`config.mk`:
```
export PLATFORM = sky130hd
export DESIGN_NAME = ex_mem_pipe_reg
export DESIGN_NICKNAME = d
export VERILOG_FILES = /design/src/rtl/pipe_pkg.sv /design/src/rtl/pipe_skid_buf.sv /design/src/rtl/ex_mem_pipe_reg.sv
export SDC_FILE = /design/constraint.sdc
export NUM_CORES = 1
export LEC_CHECK = 0
export ABC_AREA = 1
export CORE_MARGIN = 3
export CORE_UTILIZATION = 38
export DETAILED_ROUTE_END_ITERATION = 12
export SYNTH_ARGS = -nofsm -noshare
export SYNTH_HDL_FRONTEND = slang
export SYNTH_SLANG_ARGS = --single-unit
```
`constraint.sdc`:
```
create_clock -name clk_i -period 1.4 [get_ports clk_i]
set_input_delay 0.14 -clock clk_i [delete_from_list [all_inputs] [get_ports clk_i]]
set_output_delay 0.14 -clock clk_i [all_outputs]
set_load 0.05 [all_outputs]
```
`src/rtl/pipe_pkg.sv`:
```
// Shared definitions for the pipelined CPU datapath registers.
// Holds default widths, control-bundle bit positions, the EX/MEM payload layout and the buffer occupancy states.
package pipe_pkg;

    localparam int DEF_DATA_W     = 16;
    localparam int DEF_REG_ADDR_W = 3;
    localparam int DEF_WB_W       = 2;
    localparam int DEF_MEM_W      = 2;

    localparam int WB_REGWRITE = 1;
    localparam int MEM_READ    = 1;
    localparam int MEM_WRITE   = 0;

    // Buffer state encodes the number of held entries directly
    typedef enum logic [1:0] {
        OCC_EMPTY = 2'd0,
        OCC_ONE   = 2'd1,
        OCC_FULL  = 2'd2
    } occ_state_e;

    typedef struct packed {
        logic [DEF_WB_W-1:0]       wb;
        logic [DEF_MEM_W-1:0]      mem;
        logic [DEF_DATA_W-1:0]     fu_result;
        logic [DEF_DATA_W-1:0]     rt_data;
        logic [DEF_REG_ADDR_W-1:0] write_dst;
    } ex_mem_payload_t;

endpackage

```
`src/rtl/pipe_skid_buf.sv`:
```
// Generic two-entry skid buffer with synchronous flush and a registered in_ready_o.
// Vacated entries are cleared so stale payload never lingers in the datapath.
module pipe_skid_buf
    import pipe_pkg::*;
#(
    parameter int W = 8
) (
    input  logic         clk_i,
    input  logic         rst_n,
    input  logic         flush_i,
    input  logic         in_valid_i,
    output logic         in_ready_o,
    input  logic [W-1:0] in_data_i,
    output logic         out_valid_o,
    input  logic         out_ready_i,
    output logic [W-1:0] out_data_o,
    output logic [1:0]   occupancy_o
);

    occ_state_e   state_reg;
    logic [W-1:0] main_reg;
    logic [W-1:0] skid_reg;
    logic         in_ready_reg;
    logic         in_fire;
    logic         out_fire;

    assign in_fire  = in_valid_i & in_ready_reg;
    assign out_fire = (state_reg != OCC_EMPTY) & out_ready_i;

    always_ff @(posedge clk_i) begin
        if (!rst_n || flush_i) begin
            state_reg    <= OCC_EMPTY;
            main_reg     <= '0;
            skid_reg     <= '0;
            in_ready_reg <= 1'b1;
        end else begin
            unique case (state_reg)
                OCC_EMPTY: begin
                    if (in_fire) begin
                        main_reg  <= in_data_i;
                        state_reg <= OCC_ONE;
                    end
                end
                OCC_ONE: begin
                    if (in_fire && out_fire) begin
                        main_reg <= in_data_i;
                    end else if (out_fire) begin
                        main_reg  <= '0;
                        state_reg <= OCC_EMPTY;
                    end else if (in_fire) begin
                        // Head is stalled: park the new instruction behind it
                        skid_reg     <= in_data_i;
                        state_reg    <= OCC_FULL;
                        in_ready_reg <= 1'b0;
                    end
                end
                OCC_FULL: begin
                    if (out_fire) begin
                        main_reg     <= skid_reg;
                        skid_reg     <= '0;
                        state_reg    <= OCC_ONE;
                        in_ready_reg <= 1'b1;
                    end
                end
                default: begin
                    state_reg    <= OCC_EMPTY;
                    main_reg     <= '0;
                    skid_reg     <= '0;
                    in_ready_reg <= 1'b1;
                end
            endcase
        end
    end

    assign in_ready_o  = in_ready_reg;
    assign out_valid_o = (state_reg != OCC_EMPTY);
    assign out_data_o  = main_reg;
    assign occupancy_o = state_reg;

endmodule

```
`src/rtl/ex_mem_pipe_reg.sv`:
```
// EX/MEM pipeline register with valid/ready handshake, optional skid entry, flush and bubble zeroing.
// fwd_valid_o tells the forwarding unit that the held instruction will write a register.
module ex_mem_pipe_reg
    import pipe_pkg::*;
#(
    parameter int DATA_W     = DEF_DATA_W,
    parameter int REG_ADDR_W = DEF_REG_ADDR_W,
    parameter int WB_W       = DEF_WB_W,
    parameter int MEM_W      = DEF_MEM_W,
    parameter int SKID       = 1
) (
    input  logic                  clk_i,
    input  logic                  rst_n,
    input  logic                  flush_i,
    input  logic                  in_valid_i,
    output logic                  in_ready_o,
    input  logic [WB_W-1:0]       wb_i,
    input  logic [MEM_W-1:0]      mem_i,
    input  logic [DATA_W-1:0]     fu_result_i,
    input  logic [DATA_W-1:0]     rt_data_i,
    input  logic [REG_ADDR_W-1:0] write_dst_i,
    output logic                  out_valid_o,
    input  logic                  out_ready_i,
    output logic [WB_W-1:0]       wb_o,
    output logic [MEM_W-1:0]      mem_o,
    output logic [DATA_W-1:0]     fu_result_o,
    output logic [DATA_W-1:0]     rt_data_o,
    output logic [REG_ADDR_W-1:0] write_dst_o,
    output logic                  fwd_valid_o,
    output logic [1:0]            occupancy_o
);

    localparam int PW = WB_W + MEM_W + 2 * DATA_W + REG_ADDR_W;

    logic [PW-1:0] in_data;
    logic [PW-1:0] head_data;
    logic [PW-1:0] out_data;
    logic          head_valid;

    assign in_data = {wb_i, mem_i, fu_result_i, rt_data_i, write_dst_i};

    generate
        if (SKID != 0) begin : g_skid
            pipe_skid_buf #(.W(PW)) u_buf (
                .clk_i       (clk_i),
                .rst_n       (rst_n),
                .flush_i     (flush_i),
                .in_valid_i  (in_valid_i),
                .in_ready_o  (in_ready_o),
                .in_data_i   (in_data),
                .out_valid_o (head_valid),
                .out_ready_i (out_ready_i),
                .out_data_o  (head_data),
                .occupancy_o (occupancy_o)
            );
        end else begin : g_single
            logic          valid_reg;
            logic [PW-1:0] main_reg;
            logic          in_fire;
            logic          out_fire;

            // Single entry can accept in the same cycle its occupant leaves
            assign in_ready_o = ~valid_reg | out_ready_i;
            assign in_fire    = in_valid_i & in_ready_o;
            assign out_fire   = valid_reg & out_ready_i;

            always_ff @(posedge clk_i) begin
                if (!rst_n || flush_i) begin
                    valid_reg <= 1'b0;
                    main_reg  <= '0;
                end else if (in_fire) begin
                    valid_reg <= 1'b1;
                    main_reg  <= in_data;
                end else if (out_fire) begin
                    valid_reg <= 1'b0;
                    main_reg  <= '0;
                end
            end

            assign head_valid  = valid_reg;
            assign head_data   = main_reg;
            assign occupancy_o = {1'b0, valid_reg};
        end
    endgenerate

    // Bubbles must present all-zero control so MEM/WB take no action
    generate
        for (genvar gi = 0; gi < PW; gi++) begin : g_bubble
            assign out_data[gi] = head_data[gi] & head_valid;
        end
    endgenerate

    assign {wb_o, mem_o, fu_result_o, rt_data_o, write_dst_o} = out_data;
    assign out_valid_o = head_valid;
    assign fwd_valid_o = head_valid & wb_o[WB_REGWRITE];

endmodule

```
==> results.yml, run 1 <==
worst_setup_path:
  path_cells: "nor2_4, buf_6, buf_12, nor2_4, buf_12"
  worstPathArrival_ps: 1450
  slowest_stage: "dfxtp_4"
  cp.depth: 5
  crit_buf_inv: 3
  worstPathRequired_ps: 1260
  crit_fanout: 6
  reg2reg_depth: 11
  path_class: "register to primary output"
  cpLargestDelayFamily: "buffers and inverters"
  slowest_delay_ps: 370
  critPathLaunchType: "register"
  cp-end-kind: "primary output"
clock_tree:
  root_buffer: "clkbuf_8"
  htree_levels: 3
  cts_tree: "done"
  insertion_delay_ps: 350
  cts_made_buffers: 9
  clk_pin_slew_worst_paths_ps: 90
  cts.path.max_buffers: 2
  cts.sinks: 81
synth:
  yosysSeqAreaShare_pct: 38.01
  yosys_warnings: 0
  muxShareOfSynthArea_pct: 0
  synth_seq_cells: 81
  synth.area.top_cells: "dfxtp_1, nand2_1, nor2_1, inv_1, a21oi_1"
  syn-instance-count: 719
  synth_compound_area_share_pct: 10.56
  synth_top_area_share_pct: 38.01
  synth.distinct_cells: 21
  synth_top_family_by_area: "simple AND/OR/NAND/NOR gates"
  synth-simple-area-share_pct: 38.12
  synth_area_um2: 4267
  syn-num-nets: 763
  synth-xor-area-share_pct: 0
  synthAdderAreaFrac_pct: 0
  synth.largest_area_cell: "dfxtp_1"
  avgSynthCellArea_um2: 5.934
finish:
  final_common_cell: "nand2_1"
  syn_to_final_growth_pct: 63.23
  layout.cells.non_filler: 979
  utilization_pct: 63.96
  layout-drive-gt1-share_pct: 25.51
  final_area_um2: 6964
  layout.cells.most_common_list: "nand2_1, nor2_1, inv_1, dfxtp_1, buf_12"
  layout.nets: 878
  antenna_cells: 0
timing:
  hold_ws_ps: 461.0
  clock_skew_ps: 10.71
  slew_headroom_pct: 80.46
  setup_viol: 80
  worstMarginPinSlew_ps: 292.2
  fin_crit_sh_pct: 113.2
  rsz0062_at_grt: "true"
  finalHoldViolCount: 0
  fin_ws_ps: -185.3
  post-route-min-period_ps: 1585
  max_freq_ghz: 0.6308
  final_max_slew_viol_count: 0
hold_path:
  hold_path_class: "primary input to register"
  worstHoldPathCells: 3
drt:
  drt-initial-drc-count: 232
  ant_nets: 0
  drt_wl_total_um: 13260
  vias: 4766
  drc_errors: 0
  avgViaCountPerCell: 4.868
  wl_per_cell_um: 13.54
  first_pass_iters: 4
pwr:
  p_clk_share_pct: 31.5
  seq_power_share_pct: 46.1
  ir_drop_mv: 0.4551
  power.static_leakage_nw: 3.006
  pwr-share-comb_pct: 22.4
  power_density_nw_per_um2: 742.8
  p_sw_mw: 1.553
  sw_frac_of_total_pct: 30.02
  p_int_mw: 3.620
grt:
  grt_max_degree: 25
  grtUsageTotal_pct: 20.56
  grt_pass1_wl_um: 21450
  grt_overflow_total: 0
  antenna_found_initial: 0
  grt_pass1_vias: 4696
floorplan:
  row_count: 38
  start_util_pct: 39.19
  die_area_um2: 12540
  die_w_um: 112.0
  die_h_um: 112.0
  core_area_um2: 10890
  io_pins: 88
placed_design:
  io_buffers: 87
  gp_congestion: 0.8176
  placed_cells: 943
  post-dp-hpwl_um: 8594
  placed_area_um2: 6166
  place_ws_ps: -265.0
outcome:
  violations: "setup timing"
  status: "finished with violations"
flow_run:
  drv_cap: 0
-- synthesized netlist by cell type, drive strengths merged --
master and count:
nand2 214, nor2 144, inv 93, dfxtp 81, a21oi 51, nand3 51
o21ai 39, clkbuf 23, buf 22, clkinv 1
-- layout make-up --
| type | count | area, µm² |
|---|---|---|
| clock buffers | 11 | 151.4 |
| clock inverters | 5 | 28.78 |
| fillers | 932 | 3924 |
| inverters | 94 | 370.4 |
| multi-input cells | 499 | 2517 |
| flip-flops and latches | 81 | 1633 |
| well taps | 140 | 175.2 |
| repair buffers | 149 | 2088 |
-- metrics by stage --
| stage | TNS [ps] | power, mW |
|---|---|---|
| 3_3_place_gp | -13390 | 3.361 |
| 4_1_cts | -7333 | 5.051 |
| 5_1_grt | -14820 | 5.404 |
| 2_1_floorplan | -4597 | 2.976 |
| 3_5_place_dp | -16430 | 3.379 |
| 6_report | -10510 | 5.173 |
-- routing by layer --
metal	share of wire (%)	up-vias	track usage (%)
li1	-	2419	-
met1	44	2209	26.00
met2	51	126	35.89
met3	4.8	12	3.641
met4	0.94	0	6.010
met5	0	-	0
-- repair_timing --
action                     in CTS  in global routing
buffers inserted               15                  6
setup endpoints to repair      41                118
hold buffers                    0                  0
gates resized for setup        46                 71
pin swaps                       1                 21
gates cloned                    0                  2
-- worst min-delay path, cell delays in order --
cell	delay [ps]
clkdlybuf4s50_1	440
a21oi_1	140
nor2_1	40
-- power by group through the flow --
stage                     registers (mW)  logic [mW]  clock network, mW
after global placement              2.44       0.919                  0
after global routing                2.39        1.26               1.75
after detailed placement            2.44       0.936                  0
after CTS                           2.38        1.04               1.63
after floorplan                     2.44       0.536                  0
final                               2.38        1.16               1.63
-- kinds of logic after synthesis --
kind of cell	after synthesis
compound gates	90
buf+inv	139
flops	81
simple gates	409
-- final timing paths --
check / start / to / slack (ps)
setup / recovery: g_skid.u_buf.occupancy_o[1]$_SDFFE_PP0P_ / mem_o[1] / -190
hold / removal: fu_result_i[3] / g_skid.u_buf.skid_reg[22]$_SDFFE_PP0P_ / 460
setup reg to reg: g_skid.u_buf.occupancy_o[1]$_SDFFE_PP0P_ / g_skid.u_buf.out_data_o[25]$_SDFFE_PP0P_ / -180
hold reg to reg: g_skid.u_buf.out_data_o[21]$_SDFFE_PP0P_ / g_skid.u_buf.out_data_o[21]$_SDFFE_PP0P_ / 460
No activity file was read; power rests on OpenSTA's default activity.
==> run 2: changes to the inputs <==
--- a/config.mk
+++ b/config.mk
@@ -5,7 +5,6 @@
 export SDC_FILE = /design/constraint.sdc
 export NUM_CORES = 1
 export LEC_CHECK = 0
-export ABC_AREA = 1
 export CORE_MARGIN = 3
 export CORE_UTILIZATION = 38
 export DETAILED_ROUTE_END_ITERATION = 12
==> run 2 against run 1 <==
The flow still finishes with violations (setup timing); via count shrank 17%; total power is 4.4% higher; first-iteration DRC count rose by 6.9%; utilization rose by 5.0 points; routed wire length up 4.9%; die area shrank 0.63%; synthesized cell count down 35%; sequential power barely moved; area after synthesis shrank 0.67%; combinational power is 20% higher; critical path depth increased by 3; flip-flop and latch count unchanged; largest cell class unchanged; highest routed layer unchanged.
==> results.yml, run 2 <==
outcome:
  status: "finished with violations"
  violations: "setup timing"
clock_tree:
  clk_pin_slew_worst_paths_ps: 90
  cts.path.max_buffers: 2
  htree_levels: 3
  insertion_delay_ps: 360
  cts_made_buffers: 9
  cts_tree: "done"
  hold_buffers: 0
  root_buffer: "clkbuf_8"
  cts.sinks: 81
drt:
  first_pass_iters: 4
  drt-initial-drc-count: 248
  wl_per_cell_um: 18.87
  drt_wl_total_um: 13910
  vias: 3960
  ant_nets: 0
  avgViaCountPerCell: 5.373
  drc_errors: 0
synth:
  yosysMostFrequentCell: "dfxtp_1"
  synthArstFlopShare_pct: 0
  syn-num-nets: 511
  avgSynthCellArea_um2: 9.075
  synth.largest_area_cell: "dfxtp_1"
  synth.distinct_cells: 32
  synth_seq_cells: 81
  yosys_most_used_dff: "dfxtp_1"
  synth_area_um2: 4238
  syn-instance-count: 467
  yosys_warnings: 0
  synth.area.top_cells: "dfxtp_1, mux2i_1, o2bb2ai_1, nor2_1, a22oi_1"
  synth.top_cells.by_count: "dfxtp_1, nor2_1, mux2i_1, nor2b_1"
  yosysSeqAreaShare_pct: 38.26
  synth_top_area_share_pct: 38.26
  synth_edf_count: 0
finish:
  layout-drive-gt1-share_pct: 41.26
  layout.nets: 640
  fillCellCount: 774
  layout.cells.most_common_list: "nor2_1, dfxtp_1, mux2i_1, buf_12, clkdlybuf4s50_1"
  antenna_cells: 0
  final_common_cell: "nor2_1"
  syn_to_final_growth_pct: 72.63
  utilization_pct: 69.01
timing:
  worstMarginPinSlew_ps: 353.0
  final_max_slew_viol_count: 0
  setup_viol: 121
  slew_headroom_pct: 76.43
  rsz0062_at_grt: "true"
  fin_crit_sh_pct: 119.4
  post-route-min-period_ps: 1672
  clock_skew_ps: 8.949
  max_freq_ghz: 0.5981
  fin_ws_ps: -271.9
  finalHoldViolCount: 0
placed_design:
  post-dp-hpwl_um: 7828
  gp_congestion: 0.7435
  io_buffers: 87
worst_setup_path:
  r2r-start: "g_skid.u_buf.occupancy_o[0]$_SDFFE_PP0P_"
  slowest_stage: "dfxtp_4"
  slowest_delay_ps: 370
  crit_buf_inv: 5
  worstPathRequired_ps: 1650
  crit_fanout: 6
  cp.depth: 8
  cpMostUsedCell: "buf_6"
  cpLargestDelayFamily: "buffers and inverters"
  worstPathArrival_ps: 1920
  timing.rr.end: "g_skid.u_buf.occupancy_o[1]$_SDFFE_PP0P_"
  cp-end-kind: "register"
  path_cells: "buf_6, buf_4, buf_6, nor2b_4, buf_6, buf_8, a31oi_1, nor3_1"
  critPathLaunchType: "register"
  setup.worst_path.end: "g_skid.u_buf.occupancy_o[1]$_SDFFE_PP0P_"
  reg2reg_depth: 8
  path_class: "register to register"
  crit_start: "g_skid.u_buf.occupancy_o[0]$_SDFFE_PP0P_"
  rrSetupSlack_ps: -270
grt:
  grt_overflow_total: 0
  grt_pass1_vias: 3988
  grt_max_degree: 33
  antenna_found_initial: 0
  grtUsageTotal_pct: 20.54
  grt_pass1_wl_um: 20840
flow_run:
  drv_cap: 0
floorplan:
  die_h_um: 111.6
  die_area_um2: 12460
  io_pins: 88
  start_util_pct: 39.97
  row_count: 37
  die_w_um: 111.6
  core_area_um2: 10600
pwr:
  ir_drop_mv: 0.4629
  power_mw: 5.402
  power.static_leakage_nw: 2.561
  power_density_nw_per_um2: 738.4
hold_path:
  worstHoldPathCells: 3
  hold_path_class: "primary input to register"
[run 2: changes by cell type after synthesis, moves of 47 or more]
| cell | before | now |
|---|---|---|
| a21oi_1 | 51 | 2 |
| inv_1 | 90 | 1 |
| mux2i_1 | 0 | 78 |
| nand2_1 | 212 | 2 |
| nand3_1 | 50 | 3 |
| nor2_1 | 141 | 80 |
[run 2: worst min-delay path by stage]
| stage | from | to | slack, ps |
|---|---|---|---|
| 2_1_floorplan | in_valid_i | g_skid.u_buf.occupancy_o[1]$_SDFFE_PP0P_ | 340 |
| 3_3_place_gp | g_skid.u_buf.skid_reg[9]$_SDFFE_PP0P_ | g_skid.u_buf.skid_reg[9]$_SDFFE_PP0P_ | 470 |
| 3_5_place_dp | g_skid.u_buf.skid_reg[31]$_SDFFE_PP0P_ | g_skid.u_buf.skid_reg[31]$_SDFFE_PP0P_ | 490 |
| 4_1_cts | rst_n | g_skid.u_buf.out_data_o[1]$_SDFFE_PP0P_ | 480 |
| 5_1_grt | out_ready_i | g_skid.u_buf.occupancy_o[1]$_SDFFE_PP0P_ | 400 |
| 6_report | out_ready_i | g_skid.u_buf.occupancy_o[1]$_SDFFE_PP0P_ | 390 |
[run 2: repair_timing]
action,CTS,global route
pin swaps,2,36
cloned,7,5
setup buffers,13,17
endpoints found under the setup margin,98,123
gates resized for setup,59,67
[run 2: per-stage QoR]
stage                     setup slack, ps  setup TNS [ps]  hold slack (ps)  area (µm²)  std cells
after global routing               -356.6          -25030            401.2        7316        737
final                              -271.9          -18470            385.1        7316        737
after global placement             -351.0          -24540            472.2        6137        682
after CTS                          -226.2          -14920            476.4        6842        718
after detailed placement           -397.7          -26840            485.6        6137        682
after floorplan                    -94.14           -2800            344.6        4524        467
[run 2: cell type report]
type,count,area (µm²),share of cell area [%]
tap,136,170.2,2.326
inverter,1,6.256,0.08551
sequential,81,1633,22.32
clock inverter,4,25.02,0.3421
timing repair buffer,164,2374,32.44
clock buffer,12,155.1,2.121
multi-input combinational,339,2953,40.36
[run 2: cell families after synthesis]
group | Yosys count | share of synthesized area, %
AND/OR/NAND/NOR | 173 | 20.81
AO/OA/AOI/OAI | 87 | 16.36
flip-flops | 81 | 38.26
multiplexers | 78 | 18.42
buffers and inverters | 47 | 5.934
XOR/XNOR | 1 | 0.2067
[run 2: per-layer routing]
metal / track usage (%) / routed length [µm]
met5: 0 / 0
met4: 6.164 / 144
met3: 3.587 / 594
met2: 35.95 / 7349
met1: 25.85 / 5821
[run 2: worst min-delay path: stages]
cell	delay [ps]
dlymetal6s2s_1	290
buf_4	200
nor3_1	70
[run 2: power breakdown]
group	switching, mW	internal, mW
registers	0.0401	2.35
logic	0.657	0.735
clock network	0.875	0.742
total	1.57	3.83
==> run 3: changes to the inputs <==
--- a/config.mk
+++ b/config.mk
@@ -8,6 +8,7 @@
 export CORE_MARGIN = 3
 export CORE_UTILIZATION = 38
 export DETAILED_ROUTE_END_ITERATION = 12
+export GPL_TIMING_DRIVEN = 1
 export SYNTH_ARGS = -nofsm -noshare
 export SYNTH_HDL_FRONTEND = slang
 export SYNTH_SLANG_ARGS = --single-unit
==> constraint.sdc (replaced) <==
create_clock -name clk_i -period 1.9 [get_ports clk_i]
set_input_delay 0.19 -clock clk_i [delete_from_list [all_inputs] [get_ports clk_i]]
set_output_delay 0.19 -clock clk_i [all_outputs]
set_load 0.05 [all_outputs]
==> run 3 against run 2 <==
The run now ends clean; sequential power shrank 26%; worst setup slack better by 440 ps; first-iteration DRC count decreased by 20%; hold slack gained 110 ps; utilization decreased by 12 points; combinational power is 53% lower; global-route usage decreased by 2.9 points; critical endpoint is now rt_data_o[6]; highest routed layer unchanged.
==> results.yml, run 3 (synthesis results as in run 2) <==
finish:
  multi_input_area_um2: 2470
  layout.cells.most_common_list: "nor2_1, dfxtp_1, mux2i_1, buf_12, clkdlybuf4s50_1"
  regArea_um2: 1629
  final_area_um2: 6013
  antenna_cells: 0
  syn_to_final_growth_pct: 41.90
  layout.nets: 591
  fillCellCount: 948
  layout.cells.non_filler: 688
  utilization_pct: 56.72
  layout-drive-gt1-share_pct: 23.01
pwr:
  power.static_leakage_nw: 2.075
  power_density_nw_per_um2: 603.7
  ir_drop_mv: 0.4319
grt:
  antenna_found_initial: 0
  grt_overflow_total: 0
  grt.met2_usage_pct: 28.71
  grt_pass1_wl_um: 18310
  grt_pass1_vias: 3591
  grt.met3_usage_pct: 3.859
  grt_max_degree: 35
  grtUsageTotal_pct: 17.69
  busiest_layer: "met2"
  grt_use_met1_pct: 24.08
drt:
  drt_wl_total_um: 10860
  wl_per_cell_um: 15.78
  avgViaCountPerCell: 5.254
  first_pass_iters: 4
  drc_errors: 0
  ant_nets: 0
  vias: 3615
  drt-initial-drc-count: 198
clock_tree:
  insertion_delay_ps: 350
  cts.path.max_buffers: 2
  hold_buffers: 0
  cts_made_buffers: 9
  cts.sinks: 81
  htree_levels: 3
  root_buffer: "clkbuf_8"
  clk_pin_slew_worst_paths_ps: 80
  cts_tree: "done"
placed_design:
  gp_congestion: 0.7513
  post-dp-hpwl_um: 7352
  io_buffers: 87
  placed_cells: 671
  placed_area_um2: 5812
timing:
  final_max_slew_viol_count: 0
  slew_headroom_pct: 74.39
  finalSetupTns_ps: 0
  setup_viol: 0
  rsz0062_at_grt: "false"
  fin_crit_sh_pct: 91.24
  hold_ws_ps: 499.6
  max_freq_ghz: 0.5769
  clock_skew_ps: 9.403
  post-route-min-period_ps: 1734
  finalHoldViolCount: 0
  worstMarginPinSlew_ps: 384.1
worst_setup_path:
  worstPathArrival_ps: 1540
  path_class: "register to primary output"
  crit_fanout: 20
  worstPathRequired_ps: 1710
  cp-end-kind: "primary output"
  critPathLaunchType: "register"
flow_run:
  drv_cap: 0
hold_path:
  hold_path_class: "register to register"
floorplan:
  die_h_um: 111.6
  row_count: 37
  io_pins: 88
  start_util_pct: 39.97
  die_area_um2: 12460
  die_w_um: 111.6
  core_area_um2: 10600
outcome:
  status: "finished clean"
[run 3: cell types whose count changed in the layout (fill, tap and decap cells not counted), moves of 14 or more]
cell	previous run	this run
buf_6	15	1
a22oi_2	36	0
nor2b_4	41	1
buf_12	62	46
and2_1	16	39
a22oi_1	3	39
nor2b_2	0	31
and2_4	23	0
[run 3: area by class of cell]
type                       instances  area share (%)
timing repair buffer             115           25.78
tap                              136           2.830
multi-input combinational        339           41.07
inverter                           1         0.06242
clock buffer                      12           2.767
clock inverter                     4          0.3953
sequential                        81           27.09
[run 3: worst max-delay path: stages (launching register included)]
cell and delay (ps):
dfxtp_4 510, nor2_4 60, buf_4 240, nor2b_2 220
buf_12 160
[run 3: where the power goes]
part,internal (mW),switching (mW),total [mW],leakage (nW)
sequential,1.73,0.0261,1.76,0.658
clock,0.588,0.624,1.21,0.0978
combinational,0.317,0.341,0.659,1.32
[run 3: per-layer routing]
layer  part of all wire (%)  vias up  routed length (µm)
li1                       -     1794                   -
met2                     47       76                5083
met3                    4.8       11                 520
met4                   0.86        0                  93
met1                     48     1734                5163
met5                      0        -                   0
[run 3: worst paths after layout]
check	start	to	slack [ps]	cells after the start
max	g_skid.u_buf.occupancy_o[0]$_SDFFE_PP0P_	rt_data_o[6]	170	4
min	g_skid.u_buf.skid_reg[12]$_SDFFE_PP0P_	g_skid.u_buf.skid_reg[12]$_SDFFE_PP0P_	500	2
max reg2reg	g_skid.u_buf.in_ready_o$_SDFFE_PP1P_	g_skid.u_buf.out_data_o[11]$_SDFFE_PP0P_	280	5
min reg2reg	g_skid.u_buf.skid_reg[12]$_SDFFE_PP0P_	g_skid.u_buf.skid_reg[12]$_SDFFE_PP0P_	500	2
[run 3: through the flow]
| step | setup WS (ps) | power (mW) |
|---|---|---|
| global placement | 108.6 | 2.452 |
| CTS | 25.69 | 3.659 |
| detailed placement | 72.96 | 2.460 |
| finish | 166.5 | 3.630 |
| floorplan | 42.24 | 2.183 |
| global route | 68.41 | 3.794 |
[run 3: what timing repair did]
item	in CTS	in global routing
buffers inserted	0	1
resized for setup	0	0
endpoints found under the setup margin	0	11
